$ cat src/rtl/apb_arb_pkg.sv
// Shared types, slot map and address decode for the APB round-robin arbiter.
package apb_arb_pkg;

    typedef enum logic [1:0] {
        ST_IDLE   = 2'd0,
        ST_SETUP  = 2'd1,
        ST_ACCESS = 2'd2,
        ST_DERR   = 2'd3
    } state_e;

    localparam logic [31:0] SLOT0_BASE  = 32'h8000_0000;
    localparam logic [31:0] SLOT0_LIMIT = 32'h83FF_FFFF;
    localparam logic [31:0] SLOT1_BASE  = 32'h8400_0000;
    localparam logic [31:0] SLOT1_LIMIT = 32'h87FF_FFFF;
    localparam logic [31:0] SLOT2_BASE  = 32'h8800_0000;
    localparam logic [31:0] SLOT2_LIMIT = 32'h8BFF_FFFF;

    localparam logic [2:0] SEL_NONE  = 3'b000;
    localparam logic [2:0] SEL_SLOT0 = 3'b001;
    localparam logic [2:0] SEL_SLOT1 = 3'b010;
    localparam logic [2:0] SEL_SLOT2 = 3'b100;

    // Returns the one-hot Pselx code for an address; SEL_NONE means no slave claims it.
    function automatic logic [2:0] decode_slot(input logic [31:0] addr);
        logic [2:0] sel;
        sel = SEL_NONE;
        if (addr >= SLOT0_BASE && addr <= SLOT0_LIMIT) begin
            sel = SEL_SLOT0;
        end else if (addr >= SLOT1_BASE && addr <= SLOT1_LIMIT) begin
            sel = SEL_SLOT1;
        end else if (addr >= SLOT2_BASE && addr <= SLOT2_LIMIT) begin
            sel = SEL_SLOT2;
        end
        return sel;
    endfunction

endpackage

$ cat src/rtl/rr_picker.sv
// Combinational round-robin picker: first set request at or after ptr, wrapping.
module rr_picker #(
    parameter int unsigned NREQ = 4
) (
    input  logic [NREQ-1:0]         req,
    input  logic [$clog2(NREQ)-1:0] ptr,
    output logic [NREQ-1:0]         gnt,
    output logic [$clog2(NREQ)-1:0] idx
);

    localparam int unsigned PW = $clog2(NREQ);

    logic        found;
    logic [31:0] cand;

    // Scan NREQ candidates starting at ptr; the first hit wins.
    always_comb begin
        gnt   = '0;
        idx   = '0;
        found = 1'b0;
        cand  = '0;
        for (int unsigned i = 0; i < NREQ; i++) begin
            cand = (32'(ptr) + i) % NREQ;
            if (!found && req[cand[PW-1:0]]) begin
                found = 1'b1;
                idx   = cand[PW-1:0];
            end
        end
        if (found) begin
            gnt[idx] = 1'b1;
        end
    end

endmodule

$ cat src/rtl/apb_rr_arbiter.sv
// Round-robin arbiter sharing one APB master port among NREQ requesters.
module apb_rr_arbiter
    import apb_arb_pkg::*;
#(
    parameter int unsigned NREQ = 4,
    parameter int unsigned AW   = 32,
    parameter int unsigned DW   = 32,
    parameter int unsigned TMO  = 15
) (
    input  logic               Hclk,
    input  logic               Hresetn,
    input  logic [NREQ-1:0]    req_i,
    input  logic [NREQ-1:0]    wr_i,
    input  logic [NREQ*AW-1:0] addr_i,
    input  logic [NREQ*DW-1:0] wdata_i,
    output logic [NREQ-1:0]    gnt_o,
    output logic [NREQ-1:0]    done_o,
    output logic               err_o,
    output logic [DW-1:0]      rdata_o,
    output logic [2:0]         Pselx,
    output logic               Penable,
    output logic               Pwrite,
    output logic [AW-1:0]      Paddr,
    output logic [DW-1:0]      Pwdata,
    input  logic [DW-1:0]      Prdata,
    input  logic               Pready,
    input  logic               Pslverr
);

    localparam int unsigned PW = $clog2(NREQ);
    // TMO = 0 would give a zero-width counter; keep one bit that never moves.
    localparam int unsigned CW = (TMO > 0) ? $clog2(TMO + 1) : 1;
    localparam logic [CW-1:0] CNT_MAX   = CW'(TMO);
    localparam logic [CW-1:0] CNT_ABORT = CW'(TMO - 1);

    state_e          state_q, state_d;
    logic [PW-1:0]   ptr_q, ptr_d;
    logic [NREQ-1:0] gnt_q, gnt_d;
    logic [2:0]      psel_q, psel_d;
    logic            penable_q, penable_d;
    logic            pwrite_q, pwrite_d;
    logic [AW-1:0]   paddr_q, paddr_d;
    logic [DW-1:0]   pwdata_q, pwdata_d;
    logic [CW-1:0]   cnt_q, cnt_d;

    logic [NREQ-1:0] pick_gnt;
    logic [PW-1:0]   pick_idx;
    logic [2:0]      pick_sel;
    logic            done_c, err_c;
    logic [DW-1:0]   rdata_c;

    logic [AW-1:0] addr_arr  [NREQ];
    logic [DW-1:0] wdata_arr [NREQ];

    for (genvar k = 0; k < NREQ; k++) begin : g_unpack
        assign addr_arr[k]  = addr_i[k*AW +: AW];
        assign wdata_arr[k] = wdata_i[k*DW +: DW];
    end

    rr_picker #(
        .NREQ (NREQ)
    ) u_picker (
        .req (req_i),
        .ptr (ptr_q),
        .gnt (pick_gnt),
        .idx (pick_idx)
    );

    assign pick_sel = decode_slot(32'(addr_arr[pick_idx]));

    // Next-state, command latch and completion signalling.
    always_comb begin
        state_d   = state_q;
        ptr_d     = ptr_q;
        gnt_d     = gnt_q;
        psel_d    = psel_q;
        penable_d = penable_q;
        pwrite_d  = pwrite_q;
        paddr_d   = paddr_q;
        pwdata_d  = pwdata_q;
        cnt_d     = cnt_q;
        done_c    = 1'b0;
        err_c     = 1'b0;
        rdata_c   = '0;

        unique case (state_q)
            ST_IDLE: begin
                if (|req_i) begin
                    gnt_d    = pick_gnt;
                    ptr_d    = (pick_idx == PW'(NREQ - 1)) ? '0 : pick_idx + PW'(1);
                    pwrite_d = wr_i[pick_idx];
                    paddr_d  = addr_arr[pick_idx];
                    pwdata_d = wdata_arr[pick_idx];
                    if (pick_sel != SEL_NONE) begin
                        psel_d  = pick_sel;
                        state_d = ST_SETUP;
                    end else begin
                        state_d = ST_DERR;
                    end
                end
            end
            ST_SETUP: begin
                penable_d = 1'b1;
                cnt_d     = '0;
                state_d   = ST_ACCESS;
            end
            ST_ACCESS: begin
                if (Pready) begin
                    done_c  = 1'b1;
                    err_c   = Pslverr;
                    rdata_c = Prdata;
                end else begin
                    if (cnt_q != CNT_MAX) begin
                        cnt_d = cnt_q + CW'(1);
                    end
                    // Abort in the cycle the count reaches TMO.
                    if (TMO != 0 && cnt_q == CNT_ABORT) begin
                        done_c = 1'b1;
                        err_c  = 1'b1;
                    end
                end
                if (done_c) begin
                    psel_d    = SEL_NONE;
                    penable_d = 1'b0;
                    gnt_d     = '0;
                    state_d   = ST_IDLE;
                end
            end
            ST_DERR: begin
                done_c  = 1'b1;
                err_c   = 1'b1;
                gnt_d   = '0;
                state_d = ST_IDLE;
            end
            default: state_d = ST_IDLE;
        endcase
    end

    // State and APB output registers with synchronous active-low reset.
    always_ff @(posedge Hclk) begin
        if (!Hresetn) begin
            state_q   <= ST_IDLE;
            ptr_q     <= '0;
            gnt_q     <= '0;
            psel_q    <= SEL_NONE;
            penable_q <= 1'b0;
            pwrite_q  <= 1'b0;
            paddr_q   <= '0;
            pwdata_q  <= '0;
            cnt_q     <= '0;
        end else begin
            state_q   <= state_d;
            ptr_q     <= ptr_d;
            gnt_q     <= gnt_d;
            psel_q    <= psel_d;
            penable_q <= penable_d;
            pwrite_q  <= pwrite_d;
            paddr_q   <= paddr_d;
            pwdata_q  <= pwdata_d;
            cnt_q     <= cnt_d;
        end
    end

    // A reset edge aborts the transfer, so completion is suppressed while reset is low.
    assign done_o  = (Hresetn && done_c) ? gnt_q : '0;
    assign err_o   = Hresetn & err_c;
    assign rdata_o = Hresetn ? rdata_c : '0;

    assign gnt_o   = gnt_q;
    assign Pselx   = psel_q;
    assign Penable = penable_q;
    assign Pwrite  = pwrite_q;
    assign Paddr   = paddr_q;
    assign Pwdata  = pwdata_q;

endmodule

$ cat config.mk
export PLATFORM = sky130hd
export DESIGN_NAME = apb_rr_arbiter
export DESIGN_NICKNAME = d
export VERILOG_FILES = /design/src/rtl/apb_arb_pkg.sv /design/src/rtl/rr_picker.sv /design/src/rtl/apb_rr_arbiter.sv
export SDC_FILE = /design/constraint.sdc
export NUM_CORES = 1
export LEC_CHECK = 0
export ABC_AREA = 1
export CORE_AREA = 4 4 157 159
export CTS_CLUSTER_DIAMETER = 80
export DETAILED_ROUTE_END_ITERATION = 6
export DIE_AREA = 0 0 161 163
export PLACE_DENSITY = 0.62
export SLEW_MARGIN = 20
export SYNTH_ARGS = -nofsm -noshare
export SYNTH_HDL_FRONTEND = slang
export SYNTH_SLANG_ARGS = --single-unit
$ cat constraint.sdc
create_clock -name Hclk -period 2.7 [get_ports Hclk]
set_input_delay 0.675 -clock Hclk [delete_from_list [all_inputs] [get_ports Hclk]]
set_output_delay 0.675 -clock Hclk [all_outputs]
set_load 0.05 [all_outputs]
Word-level counts from Yosys, hierarchy flattened
Index checks and enable logic that the tools add are counted.

Reductions and logical operators: 23. Equality and inequality tests: 11. Muxes and demuxes: 57. Add/sub/neg operators: 5. $lt $le $gt $ge: 13. Bitwise logic cells: 2.

Operators with widths (number): 32-bit two-way mux (7); 32-bit binary-select mux with 2-bit select (2); 32-bit >= comparator, second input constant (3); 32-bit <= comparator, second input constant (3); 4-bit two-way mux (6); 3-bit two-way mux (6); 2-bit two-way mux (8); 2-bit by 3-bit < comparator with 1-bit output, second input constant (5); 1-bit two-way mux (15); 4-bit one-hot mux with 3 select lines (1); 1-bit binary-select mux with 2-bit select (5); 2-bit != test, second input constant (5); 1-bit logical AND (8); 2-bit one-hot mux with 4 select lines (1); 4-bit one-hot mux with 2 select lines (1); 2-bit == test, second input constant (3); 1-bit one-hot mux with 2 select lines (3); 3-bit one-hot mux with 2 select lines (1); 2-bit AND reduction (3); 3-bit AND reduction (2); 3-bit nonzero test (2); 2-bit by 1-bit adder with 2-bit output, second input constant (2); 2-bit adder, second input constant (2); 4-bit by 1-bit adder with 4-bit output, second input constant (1); other kinds (13) (16).

Register bits: 81. Output and inout port bits: 110. Logic and storage cells: 120. Input bits: 300.

Longest topological paths before layout
Gate-level depths: netlist (run 1).

Word-level depth: 25. Gate-level depth with buffers: 20. Depth with buffers taken out: 19.

Cells and area by module
From an unflattened synthesis (run 1), not the netlist that was laid out.

Cells, all modules: 896. Area total of the unflattened synthesis: 5604.1 sq um.

Modules (own cells, without submodules): apb_rr_arbiter (area each 5272.6 sq um, cells an instance 829, instances 1, sequential area each 1621.6 sq um); rr_picker (area each 331.6 sq um, cells an instance 67, instances 1, sequential area each 0.0 sq um).

Worst setup path after synthesis (run 1)
No wires, ideal clock.

Kind: input-to-output. From: input port Hresetn. To: output port rdata_o[0]. Path buffers: 2. Arrival time: 1.912 ns. Cell stages on the path: 4. Required time: 2.025 ns. Slack: 0.113 ns. Cells stage by stage: clkbuf_1 -> nand2_1 -> clkbuf_1 -> nor2_1.

Word-level cells in the longest chain between the ends: 1.

RTL lines: start: declaration (RTL line apb_rr_arbiter.sv:11) `input logic Hresetn,`; 32-bit two-way mux (RTL line apb_rr_arbiter.sv:167) `assign rdata_o = Hresetn ? rdata_c : '0;`; end: declaration (RTL line apb_rr_arbiter.sv:19) `output logic [DW-1:0] rdata_o,`.

Every way passes these cells.

Final worst setup path (run 1)
From: input port Hresetn. To: output port rdata_o[8].

Same word-level chain as after synthesis.

==> metrics, run 1 <==
outcome=finished, final reports clean; setup violators final=0; prevailing post-synth register cell=dfxtp_1; Synth area leaders=dfxtp_1, nor2_1, o21ai_0, nand2_1, inv_1; Fillers=2372; final instance area=11400 sq um; EDFF count, synth=0; post-CTS setup buffer count=0; final hold vios=0; most common cell in the netlist=nor2_1; root buf cell=clkbuf_16; peak supply drop=0.764 mV; nets@finish=1709; hold_ws=0.498 ns; Worst Skew=0.00591 ns; CP Capture Type=output pin; GRT Util Overall=18.9%; crit path launch type=primary input; router iterations before antenna repair=5; GP Congestion=0.979; total grt overflow=0; Post-Syn Nets=1295; Vias per Instance=4.59; CTS Buf Count=9; Mapped Cells=984; number of port buffers=409; buffers and inverters on the worst path=3; Synth top cells by count=nor2_1, nand2_1, inv_1; critical path required time=2.03 ns; min Tclk post-route=2.60 ns; drt total wl=26400 microns; DRT iter0 DRCs=356; DRC=0; DP Cell Count=1706; worst slew pin tran=0.613 ns; Crit path largest cell delay=0.58 ns; FP Rows=56; FFs w/ async S/R, synth=0%; initial antenna violation count=3; area leader, netlist=dfxtp_1; starting density of the core=25.1%; CTS tree=yes; layout cell share with drive strength beyond 1=11.1%; crit-path most repeated cell=buf_12; Die W=161 microns; Die Ht=163 microns; P_int=7.35 mW; vias in the first global route=7680; post-route ant nets=0; Synth-to-Final Area Change=95.6%; Tcrit/Tclk final=96.4%; clock latency on the worst-skew pair=0.34 ns; area taken by multi-input logic gates=3440 sq um; max-slew violations=0; syn_area_per_cell=5.92 sq um; cts hold-fix bufs=0; post-detailed-placement cell area=11000 sq um; Comb pwr share=79.1%; Detailed Place HPWL=21300 microns; Worst Hold Class=register to register; Slew HR=59.0%; switching share of total power=53.1%; DP Worst Slack=-0.315 ns; max frequency=384 MHz; Flop pwr share=12.5%; LEAKAGE=5.14 nW; Max clock buf depth=2; core box area=23300 sq um; critical path type=primary input to output pin; Final WS setup=0.0963 ns; Max-Cap Viols=0; Sw Pwr=8.31 mW; synth warn=0; PwrDens=1370 nW/um^2; CTS sink cnt=81; Non-Filler Instances=1722; via count=7897; CP cell instances=clkdlybuf4s50_1 -> nand2_1 -> buf_12 -> nor2_1 -> buf_12; RSZ-0062 raised after global routing=true; largest net degree at the start of global routing=48; Clock Power Share=8.4%; clk slew on worst S/H paths=0.06 ns; Register Area=1620 sq um; mapped cell area=5830 sq um; first-pass GRT wire length=39700 microns; sequential element share of the synthesized area=27.8%; detailed-route wire length per cell=15.3 microns; synthesis-stage register bit count=81; CP arrival=1.93 ns; CP Max Fanout=32; post-synth top area share=27.8%; Crit path max-delay family=buffers and inverters; die area=26200 sq um; H-tree Lvls=3; num ports=410; Max stage delay cell, worst path=clkdlybuf4s50_1; library cells used by synthesis=32
==> worst paths after layout <==
kind	start	to	slack, ns	cells after the start
setup / recovery	Hresetn	rdata_o[8]	0.1	5
hold / removal	Paddr[29]	Paddr[29]	0.50	2
setup reg to reg	ptr_q[1]	Pwdata[26]	0.29	16
hold reg to reg	Paddr[29]	Paddr[29]	0.50	2
==> cell type report <==
type	instances	share of cell area, %
well taps	319	3.50
inverters	133	4.41
clock buffers	12	2.16
diodes	1	0.0219
multi-input cells	702	30.1
clock inverters	3	0.571
repair buffers	471	45.0
flip-flops and latches	81	14.2
==> layout by cell type (no fill, tap or decap), types with 5 or more instances in the layout <==
cell type and instances:
nor2_2 9, nand3_1 35, ha_1 11, a21oi_1 39
o21ai_1 13, nand2_2 12, o22ai_1 34, buf_12 52
inv_1 126, a32oi_1 26, o21ai_0 122, clkdlybuf4s50_1 368
clkbuf_16 9, nand3_2 5, buf_4 47, o211ai_1 6
nor2_1 227, nand2_1 138, inv_2 5, dfxtp_1 81
==> flip-flops by register name (all words and copies together) (netlist names) <==
name and cells:
Pwdata 32, cnt_q 4, gnt_o 4, Pwrite 1, Penable 1, Paddr 32
ptr_q 2, state_q 2, Pselx 3
==> logic make-up (layout without fill, tap and decap cells) <==
logic type	Yosys count	in the layout	synth area share [%]
simple gates	441	441	31.0
compound gates	249	249	24.6
buf+inv	201	619	14.1
flops	81	81	27.8
fa+ha+maj	11	11	2.36
xor+xnor	1	1	0.150
other cells	0	1	0
==> worst reg2reg max path: cells and delay by family (launching register included) <==
family | cells | cell delay (ns)
simple gates | 9 | 0.88
buf+inv | 5 | 0.73
flops | 1 | 0.43
compound gates | 2 | 0.25
==> timing repair <==
item | 4_1_cts | 5_1_grt
pin swaps | 0 | 6
setup endpoints to repair | 5 | 70
resized for setup | 2 | 23
==> metrics by stage <==
| stage | setup TNS [ns] | total power, mW | utilization, % |
|---|---|---|---|
| global route | -0.0970 | 17.0 | 49.0 |
| global placement | -13.02 | 14.2 | 47.4 |
| finish | 0 | 15.7 | 49.0 |
| floorplan | 0 | 9.69 | - |
| CTS | 0 | 15.7 | 48.8 |
| detailed placement | -16.42 | 14.3 | 47.4 |
==> power by group through the flow <==
stage | clock [mW] | combinational, mW | sequential (mW)
floorplan | 0 | 6.29 | 3.40
global placement | 0 | 12.2 | 1.96
detailed placement | 0 | 12.3 | 1.98
CTS | 1.37 | 12.4 | 1.96
global route | 1.41 | 13.6 | 2.01
finish | 1.31 | 12.4 | 1.96
==> metal layers <==
| layer | vias up | global-route usage, % | wire length, microns |
|---|---|---|---|
| met1 | 3517 | 20.9 | 10500 |
| li1 | 4009 | - | - |
| met2 | 319 | 33.6 | 13000 |
| met4 | 4 | 7.72 | 816 |
| met3 | 48 | 5.80 | 2100 |
| met5 | - | 0 | 27 |
Note: power is estimated with default switching activity, not from simulation.
==> inputs of run 2 (changes only) <==
--- a/config.mk
+++ b/config.mk
@@ -6,11 +6,11 @@
 export NUM_CORES = 1
 export LEC_CHECK = 0
 export ABC_AREA = 1
-export CORE_AREA = 4 4 157 159
+export CORE_AREA = 4 4 155 157
 export CTS_CLUSTER_DIAMETER = 80
 export DETAILED_ROUTE_END_ITERATION = 6
-export DIE_AREA = 0 0 161 163
-export PLACE_DENSITY = 0.62
+export DIE_AREA = 0 0 159 161
+export PLACE_DENSITY = 0.63
 export SLEW_MARGIN = 20
 export SYNTH_ARGS = -nofsm -noshare
 export SYNTH_HDL_FRONTEND = slang
==> run 2 against run 1 <==
Net effect:
- count of clock-buffer cells in the layout is the same
- flip-flop and latch count unchanged
- clock power down 8%
- non-clock buffer count shrank 7
- final cell count shrank 2.4%
- register-to-register slack got worse by 0.04 ns
- sequential share of layout area is 0.11 points higher
- global-route usage grew 0.31 points
- critical endpoint is now err_o
- highest routed layer is now met4
==> metrics, run 2 (same netlist as run 1, synthesis figures left out) <==
GP Congestion=0.896 (-8.4%); Worst Hold Class=register to register; crit-path most repeated cell=inv_1; reg2reg end=Pselx[1]; max frequency=379 MHz (-1.3%); clock latency on the worst-skew pair=0.34 ns (about the same); commonest non-fill, non-tap cell in the layout=clkdlybuf4s50_1; commonest non-fill, non-tap cells in the layout=clkdlybuf4s50_1, nor2_1, nand2_1; outcome=finished, final reports clean; vias in the first global route=7306 (-4.9%); setup violators final=0 (unchanged); final hold vios=0 (unchanged); Non-Filler Instances=1681 (-2.4%); Slew HR=55.6% (-3.4 points); Detailed Place HPWL=21100 microns (-0.87%); CP cell instances=clkdlybuf4s50_1 -> inv_1 -> nand2_1 -> inv_1 -> nor2_2 -> o21ai_2 -> nor2_1 -> buf_12; min Tclk post-route=2.64 ns (+0.0341 ns); Max-Cap Viols=0 (unchanged); critical path required time=2.03 ns (about the same); root buf cell=clkbuf_16; LEAKAGE=5.12 nW (-0.53%); Die W=159 microns (-1.2%); Max stage delay cell, worst path=clkdlybuf4s50_1; core box area=22500 sq um (-3.3%); RSZ-0062 raised after global routing=true; starting density of the core=25.9% (+0.85 points); Crit path largest cell delay=0.49 ns (-0.09 ns); hold_ws=0.499 ns (+0.000503 ns); die area=25600 sq um (-2.5%); layout cell share with drive strength beyond 1=10.7% (-0.31 points); Hold Crit Start=Paddr[29]; DRT iter0 DRCs=399 (+12%); nets@finish=1702 (-0.41%); worst slew pin tran=0.664 ns (+0.0512 ns); ANT cells=0 (-1); Reg2Reg Setup Slack=0.25 ns (-0.04 ns); critical path type=primary input to output pin; post-route ant nets=0 (unchanged); Max clock buf depth=2 (unchanged); largest net degree at the start of global routing=57 (+19%); num ports=410 (unchanged); Die Ht=161 microns (-1.2%); CP arrival=1.96 ns (+0.03 ns); Post-Route Utilization=50.3% (+1.3 points); GRT Util Overall=19.2% (+0.31 points); CP Capture Type=output pin; DP Cell Count=1665 (-2.4%); Worst Skew=0.0105 ns (+0.00456 ns); WHS Path Cells=2 (unchanged); max-slew violations=0 (unchanged); CTS sink cnt=81 (unchanged); CTS tree=yes; CP Max Fanout=5 (-84%); CTS Buf Count=9 (unchanged); Tot Pwr=15.6 mW (-0.44%); detailed-route wire length per cell=15.8 microns (+3.3%); crit path launch type=primary input; Vias per Instance=4.67 (+1.9%); initial antenna violation count=0 (-3); setup TNS=0 ns (unchanged); Tcrit/Tclk final=97.7% (+1.3 points); Hold Path Sink=Paddr[29]; number of port buffers=409 (unchanged); Worst R2R Start=ptr_q[1]; Synth-to-Final Area Change=94.1%; H-tree Lvls=3 (unchanged); first-pass GRT wire length=39800 microns (+0.26%); DRC=0 (unchanged); FP Rows=55 (-1.8%); PwrDens=1380 nW/um^2 (+0.35%); router iterations before antenna repair=7 (+2); drt total wl=26600 microns (+0.84%); via count=7853 (-0.56%); total grt overflow=0 (unchanged); peak supply drop=0.850 mV (+11%); Reg2Reg Depth=20 (+4); clk slew on worst S/H paths=0.06 ns (about the same)
-- run 2: routing by layer --
layer	track usage (%)	vias to the layer above	wire length, microns
li1	-	3995	-
met1	21.7	3475	10600
met2	34.2	338	13100
met3	5.51	45	1990
met4	7.46	0	867
met5	0	-	0
-- run 2: per-stage QoR --
step / instance area, sq um / worst slack [ns]
after floorplan: 5830 / 0.113
after global placement: 11000 / -0.289
after detailed placement: 11000 / -0.359
after CTS: 11200 / -0.00645
after global routing: 11300 / -0.0188
final: 11300 / 0.0622
-- run 2: final cells by class --
type / count / area (sq um)
multi-input cells: 702 / 3440
clock buffers: 12 / 256
inverters: 133 / 503
well taps: 285 / 357
clock inverters: 4 / 26.3
repair buffers: 464 / 5110
fillers: 2213 / 11200
flip-flops and latches: 81 / 1620
-- run 2: report_power, final --
group	switching (mW)	internal, mW	total [mW]
Clock	0.520	0.675	1.20
Sequential	0.264	1.69	1.95
Combinational	7.60	4.85	12.4
-- run 2: how the worst max path moves through the flow --
stage	from	to	slack (ns)	cells past startpoint
final	Pready	err_o	0.06	8
after global routing	Pready	done_o[2]	-0.02	8
after CTS	Pready	done_o[0]	-0.006	8
after detailed placement	req_i[2]	Pwdata[24]	-0.36	15
after global placement	req_i[0]	Pwdata[24]	-0.29	15
after floorplan	Hresetn	rdata_o[0]	0.11	4
-- run 2: worst max-delay path, delay by kind of cell --
family / cells / cell delay, ns
compound gates: 1 / 0.13
simple gates: 3 / 0.38
buf+inv: 4 / 0.78
-- run 2: what timing repair did --
item,4_1_cts,5_1_grt
endpoints found under the setup margin,6,57
pin swaps,0,10
resized for setup,2,24
cloned,0,0
hold buffers,0,0
setup buffers,0,0
==> inputs of run 3 (changes only) <==
--- a/config.mk
+++ b/config.mk
@@ -10,7 +10,7 @@
 export CTS_CLUSTER_DIAMETER = 80
 export DETAILED_ROUTE_END_ITERATION = 6
 export DIE_AREA = 0 0 159 161
-export PLACE_DENSITY = 0.63
+export PLACE_DENSITY = 0.59
 export SLEW_MARGIN = 20
 export SYNTH_ARGS = -nofsm -noshare
 export SYNTH_HDL_FRONTEND = slang
==> run 3 against run 2 <==
Net effect:
- via count down 0.98%
- hold slack worse by 0.012 ns
- total power down 0.30%
- clock skew down 0.0042 ns
- wire length up 0.61%
- count of clock-buffer cells in the layout down 1
- critical endpoint is now rdata_o[18]
- register-to-register slack better by 0.10 ns
- global-route usage up 0.41 points
- utilization up 0.43 points
- combinational power about the same
- clock power up 19%
==> metrics, run 3 (same netlist as run 1, synthesis figures left out) <==
outcome=finished, final reports clean; worst slew pin tran=0.598 ns (-0.0662 ns); crit path launch type=primary input; DRC=0 (unchanged); P_int=7.23 mW (+0.20%); Worst R2R Start=ptr_q[1]; largest net degree at the start of global routing=55 (-3.5%); Clock Power Share=9.2% (+1.5 points); PwrDens=1360 nW/um^2 (-1.1%); H-tree Lvls=3 (unchanged); starting density of the core=25.9% (unchanged); Vias per Instance=4.63 (-0.80%); num ports=410 (unchanged); critical path required time=2.03 ns (about the same); critical path type=primary input to output pin; Max stage delay cell, worst path=clkdlybuf4s50_1; commonest non-fill, non-tap cell in the layout=clkdlybuf4s50_1; initial antenna violation count=0 (unchanged); CP Max Fanout=32 (+27); clk slew on worst S/H paths=0.06 ns (about the same); final hold vios=0 (unchanged); DP Worst Slack=-0.462 ns (-0.103 ns); root buf cell=clkbuf_16; RSZ-0062 raised after global routing=true; total grt overflow=0 (unchanged); switching share of total power=53.5% (-0.23 points); Tcrit/Tclk final=99.1% (+1.4 points); first-pass GRT wire length=40800 microns (+2.7%); vias in the first global route=7407 (+1.4%); min Tclk post-route=2.68 ns (+0.0385 ns); Comb pwr share=78.2% (-1.6 points); Max-Cap Viols=0 (unchanged); Tot Pwr=15.5 mW (-0.30%); CP cell instances=clkdlybuf4s50_1 -> buf_4 -> nand2_1 -> inv_1 -> nand2_1 -> buf_12 -> nor2_2 -> buf_12; DRT iter0 DRCs=481 (+21%); Sw Pwr=8.32 mW (-0.72%); cts hold-fix bufs=0 (unchanged); Reg2Reg Setup Slack=0.35 ns (+0.10 ns); max-slew violations=0 (unchanged); nets@finish=1699 (-0.18%); WHS Path Cells=2 (unchanged); Slew HR=60.0% (+4.4 points); Post-Route Utilization=50.7% (+0.43 points); Synth-to-Final Area Change=95.7%; Crit path largest cell delay=0.48 ns (about the same); hold_ws=0.487 ns (-0.0119 ns); reg2reg end=Pselx[2]; CTS sink cnt=81 (unchanged); peak supply drop=0.815 mV (-4.1%); max frequency=374 MHz (-1.4%); layout cell share with drive strength beyond 1=12.9% (+2.2 points); Hold Crit Start=Pselx[1]; Max clock buf depth=2 (unchanged); Worst Hold Class=register to register; GRT Util Overall=19.6% (+0.41 points); post-route ant nets=0 (unchanged); LEAKAGE=5.09 nW (-0.48%); CTS Buf Count=9 (unchanged); setup violators final=0 (unchanged); drt total wl=26800 microns (+0.61%); router iterations before antenna repair=6 (-1); CP Capture Type=output pin; die area=25600 sq um (unchanged); Die W=159 microns (unchanged); ANT cells=0 (unchanged); Reg2Reg Depth=20 (unchanged); Die Ht=161 microns (unchanged); core box area=22500 sq um (unchanged); Hold Path Sink=Pselx[1]; commonest non-fill, non-tap cells in the layout=clkdlybuf4s50_1, nor2_1, nand2_1; Flop pwr share=12.6% (about the same); FP Rows=55 (unchanged); Final WS setup=0.0237 ns (-0.0385 ns); Worst Skew=0.00624 ns (-0.00422 ns); number of port buffers=409 (unchanged); via count=7776 (-0.98%); clock latency on the worst-skew pair=0.34 ns (about the same); Detailed Place HPWL=21300 microns (+0.70%); CTS tree=yes; detailed-route wire length per cell=15.9 microns (+0.79%); GP Congestion=0.848 (-5.4%); CP arrival=2.00 ns (+0.04 ns)
[run 3: cell count changes in the layout (fill, tap and decap cells not counted), sizes merged]
cell | before | now
buf | 92 | 89
bufinv | 0 | 3
clkinv | 3 | 1
clkbuf | 12 | 11
[run 3: power by group through the flow]
stage	Combinational (mW)	Sequential [mW]	Clock, mW
3_3_place_gp	11.9	1.96	0
3_5_place_dp	12.0	1.98	0
5_1_grt	13.4	2.01	1.52
2_1_floorplan	6.29	3.40	0
6_report	12.2	1.96	1.43
4_1_cts	12.0	1.96	1.47
[run 3: metal layers]
layer,part of all wire [%],GRT usage [%],vias up,wire [microns]
li1,-,-,3980,-
met4,1.3,4.02,0,352
met3,7.7,5.74,20,2070
met1,41,23.6,3480,10900
met2,50,34.8,296,13500
met5,0,0,-,0
[run 3: through the flow]
step / cell area, sq um / std cells / setup TNS, ns
after global placement: 10900 / 1661 / -12.61
after CTS: 11200 / 1677 / 0
after global routing: 11400 / 1678 / -1.65
after floorplan: 5830 / 984 / 0
final: 11400 / 1678 / 0
after detailed placement: 10900 / 1661 / -15.33
[run 3: worst max path at each step]
stage / from / endpoint / slack, ns
floorplan: Hresetn / rdata_o[0] / 0.11
global placement: req_i[3] / Pwdata[30] / -0.41
detailed placement: req_i[2] / Pwdata[30] / -0.46
CTS: Pready / rdata_o[28] / 0.01
global route: Pready / done_o[2] / -0.07
finish: Pready / rdata_o[18] / 0.02
[run 3: cell type report]
cell class | count | area [sq um]
timing repair buffer | 461 | 5010
clock inverter | 5 | 103
multi-input combinational | 702 | 3570
inverter | 133 | 502
sequential | 81 | 1620
fill | 2190 | 11100
tap | 285 | 357
clock buffer | 11 | 243
[run 3: what timing repair did]
item	4_1_cts	5_1_grt
endpoints found under the setup margin	6	97
pin swaps	0	10
resized for setup	3	71
buffers inserted	0	1
[run 3: worst max-delay path, delay by kind of cell]
kind          cells  cell delay [ns]
simple gates      3             0.28
buf+inv           5             1.02
